**src/rtl/alu_regfile_pipe_if.sv**
```systemverilog
// Instruction/readback bundle for alu_regfile_pipe.
// Latency: none (wires only).
// Backpressure: none; the master owns instr_valid/instr/rd_addr, the slave owns results.
//
// Signals
//   instr_valid  instruction strobe (level or async edge, depending on the slave)
//   instr        {op[1:0], x, y, z}
//   rd_addr      readback register select
//   rd_data      architectural register contents at rd_addr
//   flag_c       carry / no-borrow of the last arithmetic op
//   flag_z       zero result of the last arithmetic op
//   wb_valid     one-cycle writeback pulse
//   wb_addr      register written when wb_valid is high
interface alu_regfile_pipe_if #(
  parameter int DATA_W = 8,
  parameter int NREGS  = 4
);
  localparam int RA_W    = $clog2(NREGS);
  localparam int INSTR_W = 2 + 3 * RA_W;

  logic               instr_valid;
  logic [INSTR_W-1:0] instr;
  logic [RA_W-1:0]    rd_addr;
  logic [DATA_W-1:0]  rd_data;
  logic               flag_c;
  logic               flag_z;
  logic               wb_valid;
  logic [RA_W-1:0]    wb_addr;

  modport master (
    output instr_valid,
    output instr,
    output rd_addr,
    input  rd_data,
    input  flag_c,
    input  flag_z,
    input  wb_valid,
    input  wb_addr
  );

  modport slave (
    input  instr_valid,
    input  instr,
    input  rd_addr,
    output rd_data,
    output flag_c,
    output flag_z,
    output wb_valid,
    output wb_addr
  );
endinterface

```
**src/rtl/alu_regfile_pipe.sv**
```systemverilog
// Register-file mini ALU, two stages: execute-latch on accept, register writeback next edge.
// Latency: writeback (wb_valid, register, flags) one clock after the accepting edge.
// Backpressure: none; accepts every qualifying edge at full rate, never stalls.
//
// Ports
//   clk    system clock
//   rst_n  asynchronous active-low reset
//   bus    slave side of alu_regfile_pipe_if (instr_valid, instr, rd_addr in;
//          rd_data, flag_c, flag_z, wb_valid, wb_addr out)
// Parameters
//   DATA_W       register width (>= 2*RA_W + 1)
//   NREGS        register count, power of two, >= 2
//   STROBE_EDGE  1: instr_valid is asynchronous, synchronised and rising-edge detected
//                0: instr_valid is a synchronous per-clock level
module alu_regfile_pipe #(
  parameter int DATA_W      = 8,
  parameter int NREGS       = 4,
  parameter int STROBE_EDGE = 1
) (
  input  logic          clk,
  input  logic          rst_n,
  alu_regfile_pipe_if.slave bus
);

  localparam int RA_W    = $clog2(NREGS);
  localparam int IMM_W   = 2 * RA_W;
  localparam int INSTR_W = 2 + 3 * RA_W;

  typedef enum logic [1:0] {
    OP_LDI = 2'b00,
    OP_SHL = 2'b01,
    OP_ADD = 2'b10,
    OP_SUB = 2'b11
  } op_e;

  // ---------------------------------------------------------------------
  // Accept qualification
  // ---------------------------------------------------------------------
  logic accept;

  if (STROBE_EDGE != 0) begin : g_strobe
    // The arming FSM waits until the synchroniser has really sampled the
    // input (two edges after reset) and then for one low sample, so a
    // strobe held high through reset release never produces an accept.
    typedef enum logic [1:0] {
      SY_FILL0    = 2'd0,
      SY_FILL1    = 2'd1,
      SY_WAIT_LOW = 2'd2,
      SY_ARMED    = 2'd3
    } sync_e;

    sync_e sy_q;
    sync_e sy_d;
    logic  s1;
    logic  s2;
    logic  s3;

    always_ff @(posedge clk or negedge rst_n) begin
      if (!rst_n) begin
        s1   <= 1'b0;
        s2   <= 1'b0;
        s3   <= 1'b0;
        sy_q <= SY_FILL0;
      end else begin
        s1   <= bus.instr_valid;
        s2   <= s1;
        s3   <= s2;
        sy_q <= sy_d;
      end
    end

    always_comb begin
      sy_d = sy_q;
      case (sy_q)
        SY_FILL0:    sy_d = SY_FILL1;
        SY_FILL1:    sy_d = SY_WAIT_LOW;
        SY_WAIT_LOW: if (!s2) sy_d = SY_ARMED;
        SY_ARMED:    sy_d = SY_ARMED;
        default:     sy_d = SY_FILL0;
      endcase
    end

    // One accept per synchronised rising edge.
    assign accept = (sy_q == SY_ARMED) & s2 & ~s3;
  end else begin : g_level
    assign accept = bus.instr_valid;
  end

  // ---------------------------------------------------------------------
  // Instruction decode
  // ---------------------------------------------------------------------
  op_e             in_op;
  logic [RA_W-1:0] in_x;
  logic [RA_W-1:0] in_y;
  logic [RA_W-1:0] in_z;
  logic [IMM_W-1:0] in_imm;

  assign in_op  = op_e'(bus.instr[INSTR_W-1 -: 2]);
  assign in_x   = bus.instr[3*RA_W-1 -: RA_W];
  assign in_y   = bus.instr[2*RA_W-1 -: RA_W];
  assign in_z   = bus.instr[RA_W-1:0];
  assign in_imm = bus.instr[3*RA_W-1:RA_W];    // {x, y}

  // ---------------------------------------------------------------------
  // Architectural state and pipeline registers
  // ---------------------------------------------------------------------
  logic [DATA_W-1:0] regs [NREGS];
  logic              flag_c_q;
  logic              flag_z_q;
  logic              wb_valid_q;
  logic [RA_W-1:0]   wb_addr_q;

  logic              e_vld;
  op_e               e_op;
  logic [RA_W-1:0]   e_z;
  logic [IMM_W-1:0]  e_imm;
  logic [DATA_W-1:0] e_a;
  logic [DATA_W-1:0] e_b;
  logic [DATA_W-1:0] e_zold;

  // Result of the instruction currently in W.
  logic [DATA_W-1:0] res;
  logic              res_c;
  logic              res_arith;
  logic [DATA_W:0]   arith_w;

  always_comb begin
    res       = '0;
    res_c     = 1'b0;
    res_arith = 1'b0;
    arith_w   = '0;
    case (e_op)
      OP_LDI: res = {{(DATA_W-IMM_W){1'b0}}, e_imm};
      OP_SHL: res = {e_zold[DATA_W-IMM_W-1:0], e_imm};
      OP_ADD: begin
        arith_w   = {1'b0, e_a} + {1'b0, e_b};
        res       = arith_w[DATA_W-1:0];
        res_c     = arith_w[DATA_W];
        res_arith = 1'b1;
      end
      OP_SUB: begin
        // The extra leading 1 survives exactly when A >= B (no borrow).
        arith_w   = {1'b1, e_a} - {1'b0, e_b};
        res       = arith_w[DATA_W-1:0];
        res_c     = arith_w[DATA_W];
        res_arith = 1'b1;
      end
      default: res = '0;
    endcase
  end

  // ---------------------------------------------------------------------
  // Operand fetch with forwarding: the instruction in W has not yet
  // reached the register file on the edge that accepts its successor.
  // ---------------------------------------------------------------------
  logic [DATA_W-1:0] op_a;
  logic [DATA_W-1:0] op_b;
  logic [DATA_W-1:0] op_zold;

  always_comb begin
    op_a    = regs[in_y];
    op_b    = regs[in_x];
    op_zold = regs[in_z];
    if (e_vld) begin
      if (e_z == in_y) op_a    = res;
      if (e_z == in_x) op_b    = res;
      if (e_z == in_z) op_zold = res;
    end
  end

  // Stage E: capture the accepted instruction and its operands.
  always_ff @(posedge clk or negedge rst_n) begin
    if (!rst_n) begin
      e_vld  <= 1'b0;
      e_op   <= OP_LDI;
      e_z    <= '0;
      e_imm  <= '0;
      e_a    <= '0;
      e_b    <= '0;
      e_zold <= '0;
    end else begin
      e_vld <= accept;
      if (accept) begin
        e_op   <= in_op;
        e_z    <= in_z;
        e_imm  <= in_imm;
        e_a    <= op_a;
        e_b    <= op_b;
        e_zold <= op_zold;
      end
    end
  end

  // Stage W: commit result, flags and the writeback pulse together.
  always_ff @(posedge clk or negedge rst_n) begin
    if (!rst_n) begin
      for (int i = 0; i < NREGS; i++) begin
        regs[i] <= '0;
      end
      flag_c_q   <= 1'b0;
      flag_z_q   <= 1'b0;
      wb_valid_q <= 1'b0;
      wb_addr_q  <= '0;
    end else begin
      wb_valid_q <= e_vld;
      if (e_vld) begin
        regs[e_z] <= res;
        wb_addr_q <= e_z;
        if (res_arith) begin
          flag_c_q <= res_c;
          flag_z_q <= (res == '0);
        end
      end
    end
  end

  // ---------------------------------------------------------------------
  // Outputs
  // ---------------------------------------------------------------------
  assign bus.rd_data  = regs[bus.rd_addr];
  assign bus.flag_c   = flag_c_q;
  assign bus.flag_z   = flag_z_q;
  assign bus.wb_valid = wb_valid_q;
  assign bus.wb_addr  = wb_addr_q;

endmodule

```
**src/flat_wrapper.sv**
```systemverilog
// flat-port wrapper written by rule: the top's interface ports become plain ports
module alu_regfile_pipe_flat 
#(
  parameter int DATA_W      = 8,
  parameter int NREGS       = 4,
  parameter int STROBE_EDGE = 1
)
  (clk, rst_n, bus_instr_valid, bus_instr, bus_rd_addr, bus_rd_data, bus_flag_c, bus_flag_z, bus_wb_valid, bus_wb_addr);
  alu_regfile_pipe_if #(.DATA_W(DATA_W), .NREGS(NREGS)) bus_i ();
  input  logic clk;
  input  logic rst_n;
  input wire logic [$bits(bus_i.instr_valid)-1:0] bus_instr_valid;
  input wire logic [$bits(bus_i.instr)-1:0] bus_instr;
  input wire logic [$bits(bus_i.rd_addr)-1:0] bus_rd_addr;
  output wire logic [$bits(bus_i.rd_data)-1:0] bus_rd_data;
  output wire logic [$bits(bus_i.flag_c)-1:0] bus_flag_c;
  output wire logic [$bits(bus_i.flag_z)-1:0] bus_flag_z;
  output wire logic [$bits(bus_i.wb_valid)-1:0] bus_wb_valid;
  output wire logic [$bits(bus_i.wb_addr)-1:0] bus_wb_addr;
  assign bus_i.instr_valid = bus_instr_valid;
  assign bus_i.instr = bus_instr;
  assign bus_i.rd_addr = bus_rd_addr;
  assign bus_rd_data = bus_i.rd_data;
  assign bus_flag_c = bus_i.flag_c;
  assign bus_flag_z = bus_i.flag_z;
  assign bus_wb_valid = bus_i.wb_valid;
  assign bus_wb_addr = bus_i.wb_addr;
  alu_regfile_pipe #(.DATA_W(DATA_W), .NREGS(NREGS), .STROBE_EDGE(STROBE_EDGE)) u_core (.clk(clk), .rst_n(rst_n), .bus(bus_i));
endmodule
```
**config.mk**
```make
export PLATFORM = sky130hd
export DESIGN_NAME = alu_regfile_pipe_flat
export DESIGN_NICKNAME = d
export VERILOG_FILES = /design/src/rtl/alu_regfile_pipe_if.sv /design/src/rtl/alu_regfile_pipe.sv /design/src/flat_wrapper.sv
export SDC_FILE = /design/constraint.sdc
export NUM_CORES = 1
export LEC_CHECK = 0
export CAP_MARGIN = 25
export CORE_ASPECT_RATIO = 0.7
export CORE_MARGIN = 2
export CORE_UTILIZATION = 45
export DETAILED_ROUTE_END_ITERATION = 16
export PLACE_DENSITY = 0.62
export SYNTH_ARGS = -nofsm -noshare
export SYNTH_HDL_FRONTEND = slang
export SYNTH_SLANG_ARGS = --single-unit
```
**constraint.sdc**
```tcl
create_clock -name clk -period 3 [get_ports clk]
set_input_delay 0.45 -clock clk [delete_from_list [all_inputs] [get_ports clk]]
set_output_delay 0.45 -clock clk [all_outputs]
set_load 0.005 [all_outputs]
```
# Word level (Yosys, flattened, before mapping)

Index checks and enable logic that the tools add are counted.
W data, S select, Z words.

Add/sub/neg operators: 2
$lt $le $gt $ge: 6
Equality and inequality tests: 10
Muxes and demuxes: 26
Bitwise gates (word level): 8
Reduce and logical (&&, ||, !) cells: 6

Operator list:

| cell                 | number |
|---|---|
| $mux W8              | 11 |
| $bmux W8 S2          | 4 |
| $bwmux W32           | 1 |
| $pmux W8 S4          | 1 |
| $demux W8 S2         | 1 |
| $mux W4              | 4 |
| $ge A3 B3 Y1 const B | 5 |
| $not A2 Y3           | 5 |
| $add A8 B8 Y9        | 1 |
| $sub A9 B8 Y9        | 1 |
| $eq A2 B2 Y1 const B | 4 |
| $logic_not A8 Y1     | 1 |
| $pmux W2 S4          | 1 |
| $eq A2 B2 Y1         | 3 |
| $eq A2 B1 Y1 const B | 2 |
| $logic_not A2 Y1     | 2 |
| $lt A3 B1 Y1 const B | 1 |
| $and A1 B1 Y1        | 2 |
| $mux W2              | 1 |
| $ne A2 B2 Y1 const B | 1 |
| $pmux W1 S2          | 1 |
| $reduce_and A2 Y1    | 1 |
| $reduce_or A2 Y1     | 1 |
| $logic_and A1 B1 Y1  | 1 |
| other kinds (2)      | 2 |

Register bits: 71
Input port bits: 13
Output and inout port bits: 13

# Longest topological paths before layout

Gate-level depths: netlist of run 1.

Depth after elaboration: 6
Gate-level depth with buffers: 11

# Least setup slack after synthesis of run 1

Ideal clock, no wire load.

Path kind: reg2reg
Start point: register u_core.e_b[0]
End point: register u_core.flag_z_q (netlist: u_core.bus.flag_z)
Setup time: 0.067 ns
Arrival: 2.336 ns
Data required time: 2.933 ns
Setup slack: 0.597 ns
Cell stages (with the launch flop): 10
Period minus slack after synthesis: 2.403 ns
Cells stage by stage: dfrtp_1 -> ha_1 -> fa_1 -> nor3b_1 -> nor3_2 -> a21oi_2 -> xnor2_1 -> a22o_1 -> nor4_1 -> a41o_1

Word-level cells in the longest chain between the ends: 3
Elaborated cells between the ends (all ways): 4
Those cells by class: add/sub (2); mux (1); reduce/logical (1)

Ends and longest elaborated chain:

| element                                        | RTL line                                         | RTL |
|---|---|---|
| from (decl)                                    | alu_regfile_pipe.sv:118                          | `logic [DATA_W-1:0] e_b;` |
| from (signal assigned)                         | alu_regfile_pipe.sv:188                          | `e_b <= op_b;` |
| $sub A9 B8 Y9 or $add A8 B8 Y9 (tied branches) | alu_regfile_pipe.sv:143, alu_regfile_pipe.sv:136 |  |
| $pmux W8 S4 (*)                                | alu_regfile_pipe.sv:132                          | `case (e_op)` |
| $logic_not A8 Y1 (*)                           | alu_regfile_pipe.sv:211                          | `flag_z_q <= (res == '0);` |
| to (signal assigned)                           | alu_regfile_pipe.sv:211                          |  |
| to (decl)                                      | alu_regfile_pipe.sv:109                          | `logic flag_z_q;` |

Mark *: on every way between the ends. The rest lies on a longest branch, timed or not.
A chain may end at the register's enable or synchronous reset.

# Worst setup path after layout of run 1

Same ends and word-level chain as after synthesis.

==> results.md, run 1 <==
- The kind of end point of the critical path is a register.
- The share of total power dissipated in the clock network is 0.204.
- The final weighted congestion in routability-driven placement is 0.818.
- The post-detailed-route wirelength per cell is 18.9 µm.
- Of the total power, the share spent switching nets is 0.381.
- The number of failing setup endpoints in the final timing report is 0.
- The static leakage is 2.18 nW.
- The number of slew-limit violations in the final report came to 0.
- The repair_antennas step left the layout with diodes totalling 0.
- The die footprint is 10300 µm².
- The worst-case headroom to the max-slew limit is 0.468.
- Measured along the y axis, the die boundary spans 85.5 µm.
- Based on the critical path, the design can be clocked at up to 0.366 GHz.
- The total of flip-flops plus latches after synthesis is 71.
- The final layout contains routed wiring with a total length of 10600 µm.
- The first global-routing pass estimated 17800 µm of wire.
- The count of H-tree levels built during CTS is 3.
- The met3 track demand over resource is 0.0505.
- The root buffer cell chosen for the clock tree is clkbuf_16.
- The I/O pin count is 26.
- The number of antenna violations at the first check in global routing is 0.
- The global routing stage identified its most utilized layer as met2.
- The analysis attributes to net switching a power of 1.81 mW.
- The number of nets in the synthesized netlist is 438.
- The clock insertion delay at the later pin of the skew report is 0.33 ns.
- The number of endpoints with negative hold slack in the final report is 0.
- The number of standard-cell rows in the floorplan is 29.
- The flop-to-flop setup slack is 0.27 ns.
- The filler-free cell count of the finished design is 561.
- Power comes to 4.76 mW.
- The clock passes through at most 2 buffers.
- The run finished with clean final reports.
- The critical path data arrival time is 3.00 ns.
- The final hold slack is 0.0529 ns.
- The initial utilization of the core area, before any placement, comes to 0.467.
- The area growth from synthesis to layout is 16.0%.
- Setup repair after global routing left no endpoint under its margin.
- The fraction of layout cells with a size suffix above 1 is 0.165.
- Measured on the finished design, the core utilization comes to 0.542.
- The total of warnings raised by yosys is 0.
- For this run, the detailed router's first-pass iteration total came to 4.
- The clock tree from TritonCTS is built.
- Including well taps, the total number of placed cells is 545.
- The final worst-path cycle share is 0.911.
- The unique cell type count in the Yosys netlist is 54.
- The count of nets left with antenna violations once routing finished came out at 0.
- The met1 usage is 0.337.
- The internal portion of the total power is 2.94 mW.
- For this run, the total global-route usage over all layers was measured as 0.230.
- The count of flip-flops with a built-in enable after synthesis is 0.
- The netlist area before placement is 4270 µm².
- The CTS sink count is 71.
- Across the VDD grid, the largest voltage drop is 0.438 mV.
- The power per cell area is 961 nW/µm².
- In this run the critical register-to-register path is captured at u_core.bus.flag_z$_DFFE_PN0P_.
- The met2 routing resource usage after global routing is 0.352.
- From left edge to right edge, the die measures 120 µm.
- The most frequently used flop master after synthesis is dfrtp_1.
- For the worst setup path, the data required time is 3.27 ns.
- During placement, the flow inserted port buffers numbering 25.
- For the final database, setup skew stands at 0.00584 ns.
- The setup path with the least slack is of type reg2reg.
- The worst register-to-register path begins at u_core.e_b[0]$_DFFE_PN0P_.
- In this run the post-CTS setup repair buffer count came out at 0.
- The number of global-route vias before repair came to 3332.
- Measured in cells, the most critical reg-to-reg path has a length of 9.
- The placed wire-length estimate after detailed placement is 7860 µm.
- The core footprint is 9140 µm².
- In the synthesized netlist, the number of instances is 406.
- The total number of vias is 3220.
- Subtracting the final worst setup slack from the clock period gives 2.73 ns.
- The min-delay analysis places its worst path in the category in2async.
- The clock-pin slew of the registers on the worst-case setup and hold paths is 0.05 ns.
- The filler cell count is 819.
- The number of max-capacitance violations reported is 0.
- The count of nets after finishing is 464.
- STA classifies the critical path startpoint as a register.
- The average footprint of a synthesized cell is 10.5 µm².
- The slew of the pin with the lowest slew margin is 0.796 ns.
- Along the worst path, the maximum fanout reaches 4.
- The DRC violation total after the first TritonRoute iteration is 241.
- Of the total power, registers draw 0.350.
- Dividing the detail-routed via count by the number of cells gives 5.74.
- The pin count of the biggest net entering global routing is 45.
- The fraction of power consumed by combinational cells is 0.446.
- The share of async-settable or async-resettable flops after synthesis is 1.00.
- The sum of negative setup slack is 0 ns.
- The leftover overflow at the end of global routing is 0.
- For this run, design rule violations remaining after detail routing come to 0.
- The part of the Yosys area used for sequential elements is 0.416.
- The number of CTS-inserted buffers is 9.
cells by family (layout without fill, tap and decap cells):
group / count (synthesis) / after routing / synth area share
simple gates: 114 / 114 / 0.120
compound gates: 104 / 104 / 0.155
flops: 71 / 71 / 0.416
mux: 45 / 45 / 0.189
buf+inv: 42 / 73 / 0.0384
fa+ha+maj: 19 / 19 / 0.0592
xor+xnor: 11 / 11 / 0.0226
Yosys cell counts (2+ instances only):
cell type | count | share of area
nand3_1 | 4 | 0.0047
o211a_1 | 2 | 0.0047
mux2i_1 | 11 | 0.026
buf_2 | 5 | 0.0059
nand2b_1 | 2 | 0.0029
buf_1 | 2 | 0.0018
dfrtp_1 | 71 | 0.42
a22o_1 | 2 | 0.0041
o31ai_1 | 4 | 0.0070
a211oi_1 | 6 | 0.011
ha_1 | 17 | 0.050
nor3_1 | 3 | 0.0035
xnor2_1 | 10 | 0.021
mux2_2 | 6 | 0.016
clkbuf_1 | 16 | 0.014
o21ai_0 | 32 | 0.037
fa_1 | 2 | 0.0094
and2_1 | 3 | 0.0044
a21o_1 | 2 | 0.0035
o21ai_1 | 10 | 0.012
a21oi_1 | 30 | 0.035
nor2b_1 | 3 | 0.0044
a31oi_1 | 2 | 0.0029
inv_1 | 17 | 0.015
nor3b_1 | 3 | 0.0053
nand3b_1 | 2 | 0.0035
inv_2 | 2 | 0.0018
nand2_1 | 57 | 0.050
and3_1 | 2 | 0.0029
nor2_1 | 26 | 0.023
mux4_2 | 28 | 0.15
a21oi_2 | 2 | 0.0041
routing by layer:
metal	vias up	routed length [µm]
li1	1524	-
met1	1585	5070
met2	100	4740
met3	11	692
met4	0	106
met5	-	0
worst max-delay path by stage:
stage / start / cells past startpoint / end
after global placement: u_core.e_b[0]$_DFFE_PN0P_ / 9 / u_core.e_b[6]$_DFFE_PN0P_
after global routing: u_core.e_b[0]$_DFFE_PN0P_ / 9 / u_core.e_b[6]$_DFFE_PN0P_
after CTS: u_core.e_b[0]$_DFFE_PN0P_ / 9 / u_core.bus.flag_z$_DFFE_PN0P_
after floorplan: u_core.e_b[0]$_DFFE_PN0P_ / 9 / u_core.bus.flag_z$_DFFE_PN0P_
final: u_core.e_b[0]$_DFFE_PN0P_ / 9 / u_core.bus.flag_z$_DFFE_PN0P_
after detailed placement: u_core.e_b[0]$_DFFE_PN0P_ / 9 / u_core.e_b[6]$_DFFE_PN0P_
sequential cells by signal, summed over array words and instances, names as in the netlist:
name                  count
u_core.bus.flag_c         1
u_core.bus.flag_z         1
u_core.bus.wb_addr        2
u_core.bus.wb_valid       1
u_core.e_a                8
u_core.e_b                8
u_core.e_imm              4
u_core.e_op               2
u_core.e_vld              1
u_core.e_z                2
u_core.e_zold             4
u_core.g_strobe.s1        1
u_core.g_strobe.s2        1
u_core.g_strobe.s3        1
u_core.g_strobe.sy_q      2
u_core.regs              32
worst max-delay path, cell delays in order, from the launching register on:
cell and delay (ns):
dfrtp_1 0.41, ha_1 0.25, fa_1 0.46, nor3b_1 0.17, nor3_2 0.23, a21oi_2 0.10, xnor2_1 0.15, a22o_1 0.27
nor4_1 0.39, a41o_1 0.23
power by group through the flow:
stage | Sequential, mW | Combinational (mW) | Clock, mW
after floorplan | 1.54 | 1.55 | 0
after global placement | 1.64 | 2.06 | 0
after detailed placement | 1.67 | 2.09 | 0
after CTS | 1.66 | 2.11 | 0.997
after global routing | 1.72 | 2.35 | 1.05
final | 1.66 | 2.12 | 0.973
layout by cell type, fill, tap and decap left out, drive strengths merged, types with 3 or more instances in the layout:
master          n
a211oi          7
a21oi          32
and2            3
buf            14
clkbuf         13
clkdlybuf4s50  24
clkinv          3
dfrtp          71
ha             17
inv            19
mux2            6
mux2i          11
mux4           28
nand2          57
nand3           4
nor2           26
nor2b           3
nor3            4
nor3b           3
o21ai          42
o31ai           4
or2             3
xnor2          10
stage by stage:
stage               area [µm²]  worst slack, ns
global route              4950           0.0126
global placement          4680            0.402
detailed placement        4680            0.252
floorplan                 4270            0.597
finish                    4950            0.266
CTS                       4950            0.236
area by class of cell:
class	instances	area, µm²	share of cell area
clock inverter	3	18.8	0.00379
tap	124	155	0.0313
timing repair buffer	38	343	0.0692
inverter	19	71.3	0.0144
sequential	71	1780	0.359
clock buffer	13	250	0.0505
multi-input combinational	293	2340	0.472
repair_timing:
item / CTS / global route
hold endpoints to repair: 0 / 0
hold buffers: 0 / 0
setup endpoints to repair: 0 / 1
gates resized for setup: 0 / 1
Power figures use the tool's default switching activity.
==> inputs of run 2 (changes only) <==
CORE_MARGIN = default   (was 2)
==> results.md, run 2 (synthesis gave the netlist of run 1 again) <==
- The flow ran to the end, and the final reports show no timing, DRC or antenna violations.
- The startpoint identified for the worst register-to-register timing path is u_core.e_b[0]$_DFFE_PN0P_.
- Entering global routing, the biggest net connects 45 pins.
- The filler cells instantiated in the layout total 815.
- The root cell of the clock tree is clkbuf_16.
- The maximum net fanout on the critical path is 4.
- The critical path crosses 9 cells after its start point.
- The number of global-route vias before repair came to 3188.
- In this run the remaining antenna-violating nets after routing total 0.
- The global-route usage over all layers is 0.235.
- The clock-pin slew of the registers on the worst-case setup and hold paths is 0.06 ns.
- The path depth of the worst reg2reg path is 9.
- The initial utilization of the core area, before any placement, comes to 0.467.
- The classification of the worst setup path is reg2reg.
- The smallest clock period supported by the final layout is computed as 2.72 ns.
- After detailed routing, the total wire length is 10600 µm.
- The critical path goes through ha_1, fa_1, nor3b_1, nor3_2, a21oi_2, xnor2_1, a22o_1, nor4_1, a41o_1.
- The worst register-to-register path ends at u_core.bus.flag_z$_DFFE_PN0P_.
- Including well taps, the total number of placed cells is 545.
- The cell family contributing the most delay on the critical path is simple AND/OR/NAND/NOR gates.
- The number of buffers added on ports is 25.
- For this design the top-level I/O count stands at 26.
- The worst-case IR drop observed on VDD is 0.372 mV.
- Leaving out fill and tap cells, the most frequent cells in the layout are dfrtp_1, nand2_1, o21ai_0, a21oi_1, mux4_2.
- The first global-routing pass estimated 17500 µm of wire.
- The total number of vias is 3225.
- The floorplan step defined a die boundary enclosing 9890 µm².
- In this run the power density over the cells is 983 nW/µm².
- The maximum single-stage delay on the critical path is 0.45 ns.
- The CTS sink count is 71.
- The number of slew-limit violations in the final report is 0.
- Derived from the worst setup path, the maximum achievable clock frequency is 0.368 GHz.
- The flop-to-flop setup slack is 0.28 ns.
- The chip width is 118 µm.
- Using the TritonRoute via totals, the vias-per-cell ratio works out to 5.75.
- The first routing iteration left 248 violations.
- The critical path ends at u_core.bus.flag_z$_DFFE_PN0P_.
- At the worst endpoint, the required time is 3.27 ns.
- The final routed DRC violation total is 0.
- The worst path meets setup with 0.284 ns of slack.
- At the pin with the least slew margin, the transition time is 0.693 ns.
- The leftover overflow at the end of global routing is 0.
- The total area inside the core boundary comes to 9140 µm².
- The number of antenna violations at the first check in global routing was 0.
- Setup repair after global routing left no endpoint under its margin.
- The largest registers in the layout are u_core.regs x32, u_core.e_a x8, u_core.e_b x8.
- The fraction of layout cells with a size suffix above 1 is 0.162.
- The first-pass iteration count of the detailed router is 5.
- In this run the worst hold path is classified as in2async.
- The cell with the largest stage delay on the worst path is fa_1.
- The count of H-tree levels built during CTS is 3.
- The static leakage is 2.18 nW.
- The sum of negative setup slack is 0 ns.
- Dividing the final minimum period by the clock period gives 0.905.
- After detailed routing, the average wire length per cell comes to 18.8 µm.
- Once detailed placement completed, the half-perimeter wirelength came to 7690 µm.
- Measured against its own limit, the worst slew margin works out to 0.538.
- The critical path data arrival time is 2.99 ns.
- The number of endpoints with negative hold slack in the final report is 0.
- The number of buffers added for setup after CTS is 0.
- The number of failing setup endpoints in the final timing report is 0.
- The number of CTS-inserted buffers is 9.
- u_core.regs holds more flip-flops than any other register.
- The final layout contains 464 nets.
- The final weighted congestion in routability-driven placement is 0.841.
- The flip-flop count of the largest register, all copies and words added is 32.
- The launching element type of the critical path is a register.
- Compared with the post-synthesis result, the final layout area differs by 16.7%.
- The repair_antennas step left the layout with diodes totalling 0.
- Buffers inserted to repair hold after CTS numbered 0.
- Max-cap violations in this run came to 0.
- Summing all flip-flop and latch instances after layout gives 1780 µm².
- The combined buffer and inverter count along the critical path is 0.
- The commonest non-fill, non-tap cell in the layout is dfrtp_1.
- The filler-free cell count of the finished design is 561.
- In this run the vertical extent of the chip is 83.5 µm.
- The kind of end point of the critical path is a register.
- In this run the deepest clock path goes through 2 buffers.
- TritonCTS built the clock tree.
- After floorplanning, the core was divided into 29 placement rows.
- Timing analysis after detailed placement gives a worst setup slack of 0.316 ns.
- The number of gates given a new drive strength after cts is 0.
- The clock insertion delay at the later pin of the skew report is 0.33 ns.
- In the final layout, the multi-input gates occupy 2330 µm².
- For the final database, setup skew stands at 0.00534 ns.
- The critical path launch point is u_core.e_b[0]$_DFFE_PN0P_.
-- run 2: changes by cell type in the layout (fill, tap and decap cells not counted) --
cell	previous run	this run
clkbuf_8	1	0
clkinv_4	1	0
a21boi_2	0	1
clkinvlp_4	0	1
clkinv_2	2	0
a21boi_4	1	0
bufinv_16	0	2
clkbuf_1	3	4
-- run 2: power breakdown --
group | leakage, nW | switching [mW] | internal [mW] | total (mW)
clock | 0.144 | 0.389 | 0.729 | 1.12
sequential | 0.878 | 0.368 | 1.30 | 1.67
combinational | 1.15 | 1.05 | 1.06 | 2.11
-- run 2: cell type report --
type | instances | area share
inverters | 19 | 0.0143
flip-flops and latches | 71 | 0.356
clock buffers | 13 | 0.0482
multi-input cells | 293 | 0.468
well taps | 124 | 0.0311
repair buffers | 38 | 0.0688
clock inverters | 3 | 0.0136
-- run 2: layer usage --
layer	track usage	up-vias	part of all wire	wire length, µm
met5	0	-	0	0
met4	0.0552	0	0.0088	93
met3	0.0560	14	0.048	511
met2	0.359	76	0.45	4790
met1	0.340	1626	0.49	5160
li1	-	1509	-	-
-- run 2: worst min-delay path by stage --
stage                                      start  slack [ns]                       endpoint  cells past startpoint
global placement    u_core.g_strobe.s1$_DFF_PN0_        0.33   u_core.g_strobe.s2$_DFF_PN0_                      0
detailed placement  u_core.g_strobe.s1$_DFF_PN0_        0.35   u_core.g_strobe.s2$_DFF_PN0_                      0
floorplan                                  rst_n        0.15  u_core.bus.flag_c$_DFFE_PN0P_                      0
finish                                     rst_n        0.16      u_core.e_z[0]$_DFFE_PN0P_                      1
global route                               rst_n        0.22      u_core.e_z[0]$_DFFE_PN0P_                      1
CTS                                        rst_n        0.18    u_core.regs[30]$_DFFE_PN0P_                      1
-- run 2: worst register-to-register path: cells and delay by family (launching register included) --
kind                     cells  cell delay (ns)
AND/OR/NAND/NOR              3             0.82
adder cells (fa/ha/maj)      2             0.70
AO/OA/AOI/OAI                3             0.60
flip-flops                   1             0.41
XOR/XNOR                     1             0.15
-- run 2: metrics by stage --
stage | hold WS (ns) | util | total power, mW | area (µm²)
final | 0.160 | 0.545 | 4.90 | 4980
after CTS | 0.180 | 0.545 | 4.90 | 4980
after floorplan | 0.154 | - | 3.09 | 4270
after detailed placement | 0.345 | 0.511 | 3.76 | 4680
after global routing | 0.221 | 0.545 | 5.24 | 4980
after global placement | 0.332 | 0.511 | 3.71 | 4680
==> inputs of run 3 (changes only) <==
DONT_BUFFER_PORTS = 1   (was default)
PLACE_DENSITY = default   (was 0.62)
==> results.md, run 3 (synthesis gave the netlist of run 1 again) <==
- The cell with the largest stage delay on the worst path is fa_1.
- The CTS sink count is 71.
- The first-pass iteration count of the detailed router is 4.
- At the end of routability-driven placement, the weighted congestion stood at 0.815.
- Dividing the detail-routed via count by the number of cells gives 5.71.
- The cts-stage hold buffer count is 1.
- The kind of end point of the critical path is a register.
- The floorplan step defined a core boundary enclosing 9140 µm².
- The number of buffers added for setup after CTS is 0.
- The slew of the pin with the lowest slew margin is 0.756 ns.
- The root buffer cell chosen for the clock tree is clkbuf_16.
- The critical path is of the reg2reg type.
- For this configuration, the core starts out at a cell density of 0.467.
- The worst-case headroom to the max-slew limit is 0.494.
- CTS built an H-tree with a depth of 3.
- In this run the power density over the cells is 998 nW/µm².
- The global-route wire length before repair is 16800 µm.
- The finished cells cover 4710 µm².
- The I/O pin count is 26.
- Summed over all layers, the global routing overflow is 0.
- The total number of vias is 3017.
- The die footprint is 9890 µm².
- The number of CTS-inserted buffers is 9.
- The critical path goes through ha_1, fa_1, nor3b_1, nor3_2, a21oi_2, xnor2_1, a22o_1, nor4_1, a41o_1.
- After detailed routing, the number of remaining DRC violations is 0.
- The clock-pin slew of the registers on the worst-case setup and hold paths is 0.06 ns.
- The count of nets left with antenna violations once routing finished came out at 0.
- The routed design has 10300 µm of wire.
- The clock tree from TritonCTS is built.
- The register with the most flip-flops in the layout has 32 of them.
- The relative area change from synthesis to final layout is 10.4%.
- STA puts the critical path data required time at 3.27 ns.
- The number of global-route vias before repair is 3016.
- Across every metal layer, demand over resource in global routing totals 0.228.
- VDD sags by at most 0.429 mV.
- The pin count of the biggest net entering global routing is 72.
- The floorplan step set the die height to 83.5 µm.
- The repair_antennas step left the layout with diodes totalling 0.
- The number of endpoints with negative hold slack in the final report is 0.
- The number of gates given a new drive strength after cts is 0.
- Ranked by flip-flop count, first place goes to u_core.regs.
- The post-detailed-route wirelength per cell is 19.5 µm.
- The number of antenna violations at the first check in global routing is 0.
- The die is 118 µm wide.
- In this run, the number of DRC markers left after iteration 0 of detailed routing was 204.
- The sum of negative setup slack is 0 ns.
- The maximum net fanout on the critical path is 4.
- Setup repair after global routing left no endpoint under its margin.
- Max-cap violations in this run came to 0.
- The largest registers in the layout are u_core.regs x32, u_core.e_a x8, u_core.e_b x8.
- The final worst clock skew is 0.00624 ns.
- The placed wire-length estimate after detailed placement is 7230 µm.
- STA classifies the critical path startpoint as a register.
- In this run the tool buffered the top-level ports with 0 buffer cells.
- The placed instance area is 4360 µm².
- The clock tree buffer depth is 2.
- The number of standard-cell rows in the floorplan is 29.
- The completed layout was analyzed and its total power is 4.71 mW.
- The number of slew-limit violations in the final report is 0.
- The final hold slack is 0.00170 ns.
- The number of failing setup endpoints in the final timing report is 0.
- The maximum single-stage delay on the critical path is 0.46 ns.
- The fmax is 0.363 GHz.
- The fraction of layout cells with a size suffix above 1 is 0.163.
- The final worst-path cycle share is 0.919.
- The critical path data arrival time is 3.02 ns.
- The class of the tightest hold or removal check is in2async.
- The clock insertion delay at the later pin of the skew report is 0.33 ns.
- The net count of the finished layout is 431.
- The commonest non-fill, non-tap cell in the layout is dfrtp_1.
- The flow ran to the end, and the final reports show no timing, DRC or antenna violations.
- The final critical delay including setup and external delays is 2.76 ns.
- In the layout the commonest cells are dfrtp_1, nand2_1, o21ai_0, a21oi_1, mux4_2.
- The static leakage is 2.07 nW.
## run 3: changes by cell type in the layout (fill, tap and decap cells not counted), sizes merged
| cell | delta |
|---|---|
| clkbuf | -3 |
| clkdlybuf4s50 | -24 |
| clkinvlp | -1 |
| buf | -9 |
| clkinv | +4 |
## run 3: metrics by stage
| stage | utilization | cells | setup slack (ns) |
|---|---|---|---|
| final | 0.516 | 528 | 0.244 |
| after global routing | 0.516 | 528 | 0.00153 |
| after CTS | 0.516 | 528 | 0.249 |
| after detailed placement | 0.477 | 511 | 0.262 |
| after global placement | 0.477 | 511 | 0.385 |
| after floorplan | - | 406 | 0.597 |
## run 3: final timing paths
check	start	to	slack, ns	cells after the start
setup / recovery	u_core.e_b[0]$_DFFE_PN0P_	u_core.bus.flag_z$_DFFE_PN0P_	0.24	9
hold / removal	rst_n	u_core.regs[29]$_DFFE_PN0P_	0.002	1
setup reg to reg	u_core.e_b[0]$_DFFE_PN0P_	u_core.bus.flag_z$_DFFE_PN0P_	0.24	9
hold reg to reg	u_core.g_strobe.s1$_DFF_PN0_	u_core.g_strobe.s2$_DFF_PN0_	0.36	0
max in group asynchronous	rst_n	u_core.e_a[3]$_DFFE_PN0P_	2.67	1
min in group clk	bus_instr_valid	u_core.g_strobe.s1$_DFF_PN0_	0.15	0
## run 3: layout make-up
class	count	area, µm²
Timing Repair Buffer	5	57.6
Tap cell	124	155
Clock buffer	10	239
Clock inverter	6	83.8
Inverter	19	71.3
Sequential cell	71	1780
Fill cell	841	4430
Multi-Input combinational cell	293	2330
## run 3: critical path, delay by kind of cell (launching register included)
| family | cells | cell delay (ns) |
|---|---|---|
| compound gates | 3 | 0.61 |
| xor+xnor | 1 | 0.15 |
| fa+ha+maj | 2 | 0.71 |
| flops | 1 | 0.41 |
| simple gates | 3 | 0.84 |
## run 3: metal layers
layer	vias to the layer above	wire length, µm	global-route usage
met3	2	696	0.0540
li1	1443	-	-
met4	0	29	0.0541
met5	-	0	0
met2	76	4660	0.335
met1	1496	4890	0.340
## run 3: power breakdown
| part | total (mW) | switching [mW] | internal (mW) |
|---|---|---|---|
| clock | 1.14 | 0.396 | 0.747 |
| sequential | 1.65 | 0.352 | 1.30 |
| combinational | 1.91 | 0.986 | 0.923 |
